[src/rtl/hack_mem_arbiter_if.sv]
// Bundle of CPU, DMA and Memory-side signals around the Hack data-memory arbiter.
// slave = arbiter view, master = requester/memory environment view.
interface hack_mem_arbiter_if;
  logic        cpu_req;
  logic        cpu_load;
  logic [14:0] cpu_address;
  logic [15:0] cpu_wdata;
  logic        cpu_gnt;
  logic [15:0] cpu_rdata;

  logic        dma_req;
  logic        dma_load;
  logic [14:0] dma_address;
  logic [15:0] dma_wdata;
  logic        dma_gnt;
  logic [15:0] dma_rdata;

  logic        mem_load;
  logic [14:0] mem_address;
  logic [15:0] mem_in;
  logic [15:0] mem_out;

  modport slave (
    input  cpu_req, cpu_load, cpu_address, cpu_wdata,
    input  dma_req, dma_load, dma_address, dma_wdata,
    input  mem_out,
    output cpu_gnt, cpu_rdata, dma_gnt, dma_rdata,
    output mem_load, mem_address, mem_in
  );

  modport master (
    output cpu_req, cpu_load, cpu_address, cpu_wdata,
    output dma_req, dma_load, dma_address, dma_wdata,
    output mem_out,
    input  cpu_gnt, cpu_rdata, dma_gnt, dma_rdata,
    input  mem_load, mem_address, mem_in
  );
endinterface

[src/rtl/hack_mem_arbiter.sv]
// CPU-priority arbiter for the Hack data-memory port with DMA starvation guard and bounded burst.
// Optional ARB_STATS_EN adds conflict_cnt / dma_xfer_cnt statistics outputs.
module hack_mem_arbiter #(
  parameter int MAX_WAIT  = 4,
  parameter int BURST_LEN = 2,
  parameter int CNT_W     = 3
) (
  input  logic              clock,
  input  logic              reset,
  hack_mem_arbiter_if.slave bus
`ifdef ARB_STATS_EN
  ,
  output logic [15:0]       conflict_cnt,
  output logic [15:0]       dma_xfer_cnt
`endif
);

  typedef enum logic [1:0] {
    OWN_NONE = 2'd0,
    OWN_CPU  = 2'd1,
    OWN_DMA  = 2'd2
  } owner_e;

  localparam logic [CNT_W-1:0] MAX_WAIT_C   = CNT_W'(MAX_WAIT);
  localparam logic [CNT_W-1:0] BURST_LAST_C = CNT_W'(BURST_LEN - 1);
  localparam logic [CNT_W-1:0] ONE_C        = CNT_W'(1);

  owner_e           owner_q, owner_d;
  logic [CNT_W-1:0] starve_q, starve_d;
  logic [CNT_W-1:0] burst_q, burst_d;
  logic             cpu_gnt_w, dma_gnt_w;

  assign cpu_gnt_w = (owner_q == OWN_CPU);
  assign dma_gnt_w = (owner_q == OWN_DMA);

  always_ff @(posedge clock or posedge reset) begin
    if (reset) begin
      owner_q  <= OWN_NONE;
      starve_q <= '0;
      burst_q  <= '0;
    end else begin
      owner_q  <= owner_d;
      starve_q <= starve_d;
      burst_q  <= burst_d;
    end
  end

  // Ordered decision: burst continuation, starvation pre-emption, CPU priority, plain DMA.
  always_comb begin
    owner_d = OWN_NONE;
    burst_d = burst_q;
    if (dma_gnt_w && bus.dma_req && (burst_q < BURST_LAST_C)) begin
      owner_d = OWN_DMA;
      burst_d = burst_q + ONE_C;
    end else if (bus.dma_req && (starve_q == MAX_WAIT_C)) begin
      owner_d = OWN_DMA;
      burst_d = '0;
    end else if (bus.cpu_req) begin
      owner_d = OWN_CPU;
    end else if (bus.dma_req) begin
      owner_d = OWN_DMA;
      burst_d = '0;
    end
  end

  always_comb begin
    starve_d = starve_q;
    if (!bus.dma_req || dma_gnt_w) begin
      starve_d = '0;
    end else if (starve_q != MAX_WAIT_C) begin
      starve_d = starve_q + ONE_C;
    end
  end

  always_comb begin
    bus.mem_load    = 1'b0;
    bus.mem_address = '0;
    bus.mem_in      = '0;
    case (owner_q)
      OWN_CPU: begin
        bus.mem_load    = bus.cpu_req & bus.cpu_load;
        bus.mem_address = bus.cpu_address;
        bus.mem_in      = bus.cpu_wdata;
      end
      OWN_DMA: begin
        bus.mem_load    = bus.dma_req & bus.dma_load;
        bus.mem_address = bus.dma_address;
        bus.mem_in      = bus.dma_wdata;
      end
      default: ;
    endcase
  end

  assign bus.cpu_gnt   = cpu_gnt_w;
  assign bus.dma_gnt   = dma_gnt_w;
  assign bus.cpu_rdata = cpu_gnt_w ? bus.mem_out : 16'h0000;
  assign bus.dma_rdata = dma_gnt_w ? bus.mem_out : 16'h0000;

`ifdef ARB_STATS_EN
  logic [15:0] conflict_q, conflict_d;
  logic [15:0] xfer_q, xfer_d;

  always_comb begin
    conflict_d = conflict_q;
    xfer_d     = xfer_q;
    if (bus.cpu_req && bus.dma_req && (conflict_q != 16'hFFFF)) begin
      conflict_d = conflict_q + 16'd1;
    end
    if (bus.dma_req && dma_gnt_w) begin
      xfer_d = xfer_q + 16'd1;
    end
  end

  always_ff @(posedge clock or posedge reset) begin
    if (reset) begin
      conflict_q <= '0;
      xfer_q     <= '0;
    end else begin
      conflict_q <= conflict_d;
      xfer_q     <= xfer_d;
    end
  end

  assign conflict_cnt = conflict_q;
  assign dma_xfer_cnt = xfer_q;
`else
  // No statistics state in this build.
`endif

endmodule

[src/flat_wrapper.sv]
// flat-port wrapper written by rule: the top's interface ports become plain ports
module hack_mem_arbiter_flat 
#(
  parameter int MAX_WAIT  = 4,
  parameter int BURST_LEN = 2,
  parameter int CNT_W     = 3
)
  (clock, reset, bus_cpu_req, bus_cpu_load, bus_cpu_address, bus_cpu_wdata, bus_dma_req, bus_dma_load, bus_dma_address, bus_dma_wdata, bus_mem_out, bus_cpu_gnt, bus_cpu_rdata, bus_dma_gnt, bus_dma_rdata, bus_mem_load, bus_mem_address, bus_mem_in);
  hack_mem_arbiter_if bus_i ();
  input  logic clock;
  input  logic reset;
  input wire logic [$bits(bus_i.cpu_req)-1:0] bus_cpu_req;
  input wire logic [$bits(bus_i.cpu_load)-1:0] bus_cpu_load;
  input wire logic [$bits(bus_i.cpu_address)-1:0] bus_cpu_address;
  input wire logic [$bits(bus_i.cpu_wdata)-1:0] bus_cpu_wdata;
  input wire logic [$bits(bus_i.dma_req)-1:0] bus_dma_req;
  input wire logic [$bits(bus_i.dma_load)-1:0] bus_dma_load;
  input wire logic [$bits(bus_i.dma_address)-1:0] bus_dma_address;
  input wire logic [$bits(bus_i.dma_wdata)-1:0] bus_dma_wdata;
  input wire logic [$bits(bus_i.mem_out)-1:0] bus_mem_out;
  output wire logic [$bits(bus_i.cpu_gnt)-1:0] bus_cpu_gnt;
  output wire logic [$bits(bus_i.cpu_rdata)-1:0] bus_cpu_rdata;
  output wire logic [$bits(bus_i.dma_gnt)-1:0] bus_dma_gnt;
  output wire logic [$bits(bus_i.dma_rdata)-1:0] bus_dma_rdata;
  output wire logic [$bits(bus_i.mem_load)-1:0] bus_mem_load;
  output wire logic [$bits(bus_i.mem_address)-1:0] bus_mem_address;
  output wire logic [$bits(bus_i.mem_in)-1:0] bus_mem_in;
  assign bus_i.cpu_req = bus_cpu_req;
  assign bus_i.cpu_load = bus_cpu_load;
  assign bus_i.cpu_address = bus_cpu_address;
  assign bus_i.cpu_wdata = bus_cpu_wdata;
  assign bus_i.dma_req = bus_dma_req;
  assign bus_i.dma_load = bus_dma_load;
  assign bus_i.dma_address = bus_dma_address;
  assign bus_i.dma_wdata = bus_dma_wdata;
  assign bus_i.mem_out = bus_mem_out;
  assign bus_cpu_gnt = bus_i.cpu_gnt;
  assign bus_cpu_rdata = bus_i.cpu_rdata;
  assign bus_dma_gnt = bus_i.dma_gnt;
  assign bus_dma_rdata = bus_i.dma_rdata;
  assign bus_mem_load = bus_i.mem_load;
  assign bus_mem_address = bus_i.mem_address;
  assign bus_mem_in = bus_i.mem_in;
  hack_mem_arbiter #(.MAX_WAIT(MAX_WAIT), .BURST_LEN(BURST_LEN), .CNT_W(CNT_W)) u_core (.clock(clock), .reset(reset), .bus(bus_i));
endmodule
[config.mk]
export PLATFORM = sky130hd
export DESIGN_NAME = hack_mem_arbiter_flat
export DESIGN_NICKNAME = d
export VERILOG_FILES = /design/src/rtl/hack_mem_arbiter_if.sv /design/src/rtl/hack_mem_arbiter.sv /design/src/flat_wrapper.sv
export SDC_FILE = /design/constraint.sdc
export NUM_CORES = 1
export LEC_CHECK = 0
export CORE_MARGIN = 10
export CORE_UTILIZATION = 22
export CTS_BUF_LIST = sky130_fd_sc_hd__clkbuf_8 sky130_fd_sc_hd__clkbuf_16
export DETAILED_ROUTE_END_ITERATION = 6
export HOLD_SLACK_MARGIN = 0.08
export MAX_ROUTING_LAYER = met4
export PLACE_DENSITY = 0.88
export SETUP_SLACK_MARGIN = 0.05
export SYNTH_ARGS = -nofsm -noshare
export SYNTH_HDL_FRONTEND = slang
export SYNTH_SLANG_ARGS = --single-unit
[constraint.sdc]
create_clock -name clock -period 1.3 [get_ports clock]
set_input_delay 0.26 -clock clock [delete_from_list [all_inputs] [get_ports clock]]
set_output_delay 0.26 -clock clock [all_outputs]
set_load 0.1 [all_outputs]
==> metrics.md <==
| Metric | Value |
|---|---|
| CTS sink count | 8 |
| Violated checks | setup timing |
| Total area of sequential cells | between 200 and 250 um^2 |
| PnR worst setup slack | -0.5122 ns |
| Clock-pin slew reported for the worst setup and hold paths after clock tree synthesis | about 0.040 ns |
| Unrepaired setup endpoints after global routing | yes |
| Iter 0 DRT Violations | slightly above 50 |
| Master of the slowest instance on the critical path | sky130_fd_sc_hd__dfrtp_2 |
| Share of Yosys cell area claimed by the top area cell type | 0.2220 |
| Leftover overflow at the end of global routing | 0 |
| Multi-input combinational cell area | ~0.0013 mm^2 |
| Worst path buffer plus inverter count | 3 |
| Max Clk Rate | about 550 MHz |
| Floorplan die area | 0.007927 mm^2 |
| Classification of the worst-slack hold path | in2async |
| Initial antenna violation count | 0 |
| Run status | complete, but fails checks |
| Worst-case headroom to the max-slew limit | 0.8023 |
| Clock Skews | ~0.00023 ns |
| Clock buffer count from CTS | 3 |
| Fillers | around 170 |
| All-Layer GR Usage | 0.2312 |
| Min Tclk post-route | about 1.8 ns |
| Commonest cells in the netlist | 35 x sky130_fd_sc_hd__nor2_1, 32 x sky130_fd_sc_hd__and2_1, 31 x sky130_fd_sc_hd__a22oi_1 |
| Worst IR Drop VDD | 0.8022 mV |
| Effective utilization at floorplan | 0.2250 |
| Cell types occupying the most area after synthesis | sky130_fd_sc_hd__a22oi_1 22%, sky130_fd_sc_hd__and2_1 19%, sky130_fd_sc_hd__dfrtp_1 19% |
| Worst-skew pair later-pin latency | roughly 0.23 ns |
| Startpoint types | flip-flop |
| Switching power as a share of total power | 0.5315 |
| R2R Path End | u_core.burst_q[2]$_DFFE_PP0P_ |
| Crit path cell chain | inv_2 -> ha_4 -> buf_12 -> a22oi_2 -> nor2_4 -> buf_12 |
| Non-filler instance count after layout | about 370 |
| Maximum level of the CTS H-tree | 1 |
| Critical Path Sink Type | output pin |
| Net count after synthesis | 238 |
| Number of input and output port buffers inserted | about 150 |
| CTS max path bufs | 2 |
| Library cell appearing most often on the critical path | sky130_fd_sc_hd__buf_12 |
| Leakage power | approximately 1.6 nW |
| FF-to-FF Start | u_core.owner_q[0]$_DFF_PP0_ |
| Post-Syn Instances | about 150 |
| Post-synthesis register bit count | 8 |
| Final worst-path cycle share | 1.394 |
| Global-route wire length before repair | between 10000 and 15000 um |
| Placeable core area | between 0.004 and 0.005 mm^2 |
| Largest net degree at the start of global routing | 19 |
| Number of max-slew violations in the final report | 0 |
| WL/cell | about 25 um |
| Layout Utilization | 0.8921 |
| Internal | approximately 1.7 mW |
| Yosys warning count | 0 |
| Die Y-Extent | about 89 um |
| Most numerous cell in the Yosys netlist | sky130_fd_sc_hd__nor2_1 |
| Layout area overhead | 296.5% |
| Data arrival time of the worst path | 1.55 ns |
| Number of vias after detailed routing | approximately 1900 |
| HPWL after detailed placement | between 6000 and 7000 um |
| Final hold viol count | 0 |
| Dominant synthesized flop cell | sky130_fd_sc_hd__dfrtp_1 |
| Required @ worst endpoint | between 1 and 1.5 ns |
| Final #Nets | 406 |
| Via count normalized by instance count | about 5.1 |
| Max-cap violations | 0 |
| Critical setup path kind | reg2out |
| Fraction of power consumed by the clock network | 0.079 |
| Die width | 89.04 um |
| Master cell of the clock root buffer | sky130_fd_sc_hd__clkbuf_8 |
| Minimum setup slack among reg-to-reg paths | -0.19 ns |
| I/O Pins | 150 |
| Proportion of synthesized chip area in sequential cells | 0.1909 |
| Area of the mapped netlist | ~0.0010 mm^2 |
| Post-route total power | roughly 3.7 mW |
| Maximum single-stage delay on the critical path | roughly 0.43 ns |
| Final RePlAce weighted congestion | about 0.79 |
| Number of antenna cells inserted | 0 |
| Fraction of layout cells with a size suffix above 1 | 0.6540 |
| Smallest hold slack | between 0.2 and 0.3 ns |
| Family of cells with the greatest summed delay on the critical path | buffers and inverters |
| Setup violation total in the final timing report | 72 |
| Maximum fanout along the worst path | 18 |
| Actual transition at the worst max-transition pin | 0.2944 ns |
| Net switching power | slightly below 2 mW |
| Initial DRT Pass Iterations | 4 |
| Antenna Nets Post-Route | 0 |
| Most area-hungry cell type in the Yosys netlist | sky130_fd_sc_hd__a22oi_1 |
| CTS tree | yes |
| EDFF count, synth | 0 |
| # DRC | 0 |
| Cell count after placement | ~360 |
| # rows | 25 |
| Sequential share of power | 0.083 |
| Detailed-route wire length | just over 9000 um |
| Number of distinct standard cells referenced by the synthesized netlist | 22 |
| Proportion of synthesized flip-flops having asynchronous set or reset | 1.000 |
| Number of cell instances on the worst register-to-register path | 7 |
| Areal power density over the cells | slightly below 900 mW/mm^2 |
| Via count of the first global-routing pass | roughly 2100 |
| Combinational fraction of design power | 0.838 |
| Post-Synthesis Mean Instance Area | 7.037 um^2 |
==> kinds of logic (layout without fill, tap and decap cells) <==
kind of cell / Yosys count / count (layout) / share of synthesized area
compound gates: 38 / 38 / 0.2745
xor+xnor: 1 / 1 / 0.008355
fa+ha+maj: 5 / 5 / 0.05967
buf+inv: 18 / 184 / 0.07994
flops: 8 / 8 / 0.1909
simple gates: 79 / 79 / 0.3866
==> through the flow <==
step	instance area (um^2)	TNS, ns	setup slack, ns
after floorplan	1473	-34.29	-0.6926
after global placement	3837	-13.05	-0.2451
after detailed placement	3837	-15.90	-0.3284
after CTS	4140	-29.71	-0.4944
after global routing	4158	-33.82	-0.5516
final	4158	-30.89	-0.5122
==> registers in the layout (all words and copies together), names as in the netlist <==
register / count
u_core.burst_q: 3
u_core.starve_q: 3
u_core.owner_q: 2
==> final cells by class <==
type | count | share of cell area
flip-flops and latches | 8 | 0.04845
multi-input cells | 123 | 0.3184
clock buffers | 3 | 0.009931
well taps | 54 | 0.01625
repair buffers | 176 | 0.6025
inverters | 5 | 0.004514
==> cells in the final DEF, fill, tap and decap left out, types with 2 or more instances in the layout <==
cell type,count
sky130_fd_sc_hd__a22o_1,2
sky130_fd_sc_hd__a22oi_2,31
sky130_fd_sc_hd__and2_4,32
sky130_fd_sc_hd__buf_12,74
sky130_fd_sc_hd__buf_4,11
sky130_fd_sc_hd__buf_6,6
sky130_fd_sc_hd__clkbuf_8,3
sky130_fd_sc_hd__clkdlybuf4s50_1,83
sky130_fd_sc_hd__dfrtp_1,7
sky130_fd_sc_hd__ha_1,3
sky130_fd_sc_hd__ha_4,2
sky130_fd_sc_hd__inv_1,3
sky130_fd_sc_hd__inv_2,2
sky130_fd_sc_hd__nand2_1,3
sky130_fd_sc_hd__nand3_1,2
sky130_fd_sc_hd__nor2_1,4
sky130_fd_sc_hd__nor2_4,31
==> per-layer routing <==
metal / GRT usage / up-vias / wire, um
li1: - / 850 / -
met1: 0.1966 / 905 / 2744
met2: 0.4701 / 87 / 5511
met3: 0.05925 / 23 / 720
met4: 0.07948 / 0 / 285
met5: - / - / 0
==> how the worst max path moves through the flow <==
stage                                startpoint             endpoint  depth (start not counted)
floorplan           u_core.owner_q[0]$_DFF_PP0_  bus_mem_address[11]                          6
global placement    u_core.owner_q[0]$_DFF_PP0_       bus_mem_in[12]                          6
detailed placement  u_core.owner_q[0]$_DFF_PP0_   bus_mem_address[3]                          6
CTS                 u_core.owner_q[0]$_DFF_PP0_        bus_mem_in[5]                          6
global route        u_core.owner_q[1]$_DFF_PP0_       bus_mem_in[12]                          6
finish              u_core.owner_q[1]$_DFF_PP0_       bus_mem_in[12]                          6
==> power groups by stage <==
stage          Sequential [mW]  Combinational [mW]  Clock (mW)
2_1_floorplan            0.304                1.73           0
3_3_place_gp             0.305                2.89           0
3_5_place_dp             0.309                2.94           0
4_1_cts                  0.308                3.08       0.302
5_1_grt                  0.314                3.19       0.316
6_report                 0.310                3.12       0.293
==> timing repair <==
action,4_1_cts,5_1_grt
hold buffers,0,0
gates cloned,1,0
hold endpoints to repair,0,0
setup endpoints to repair,74,74
buffers inserted,4,1
resized for setup,43,5
pin swaps,35,5
No activity file was read; power rests on OpenSTA's default activity.
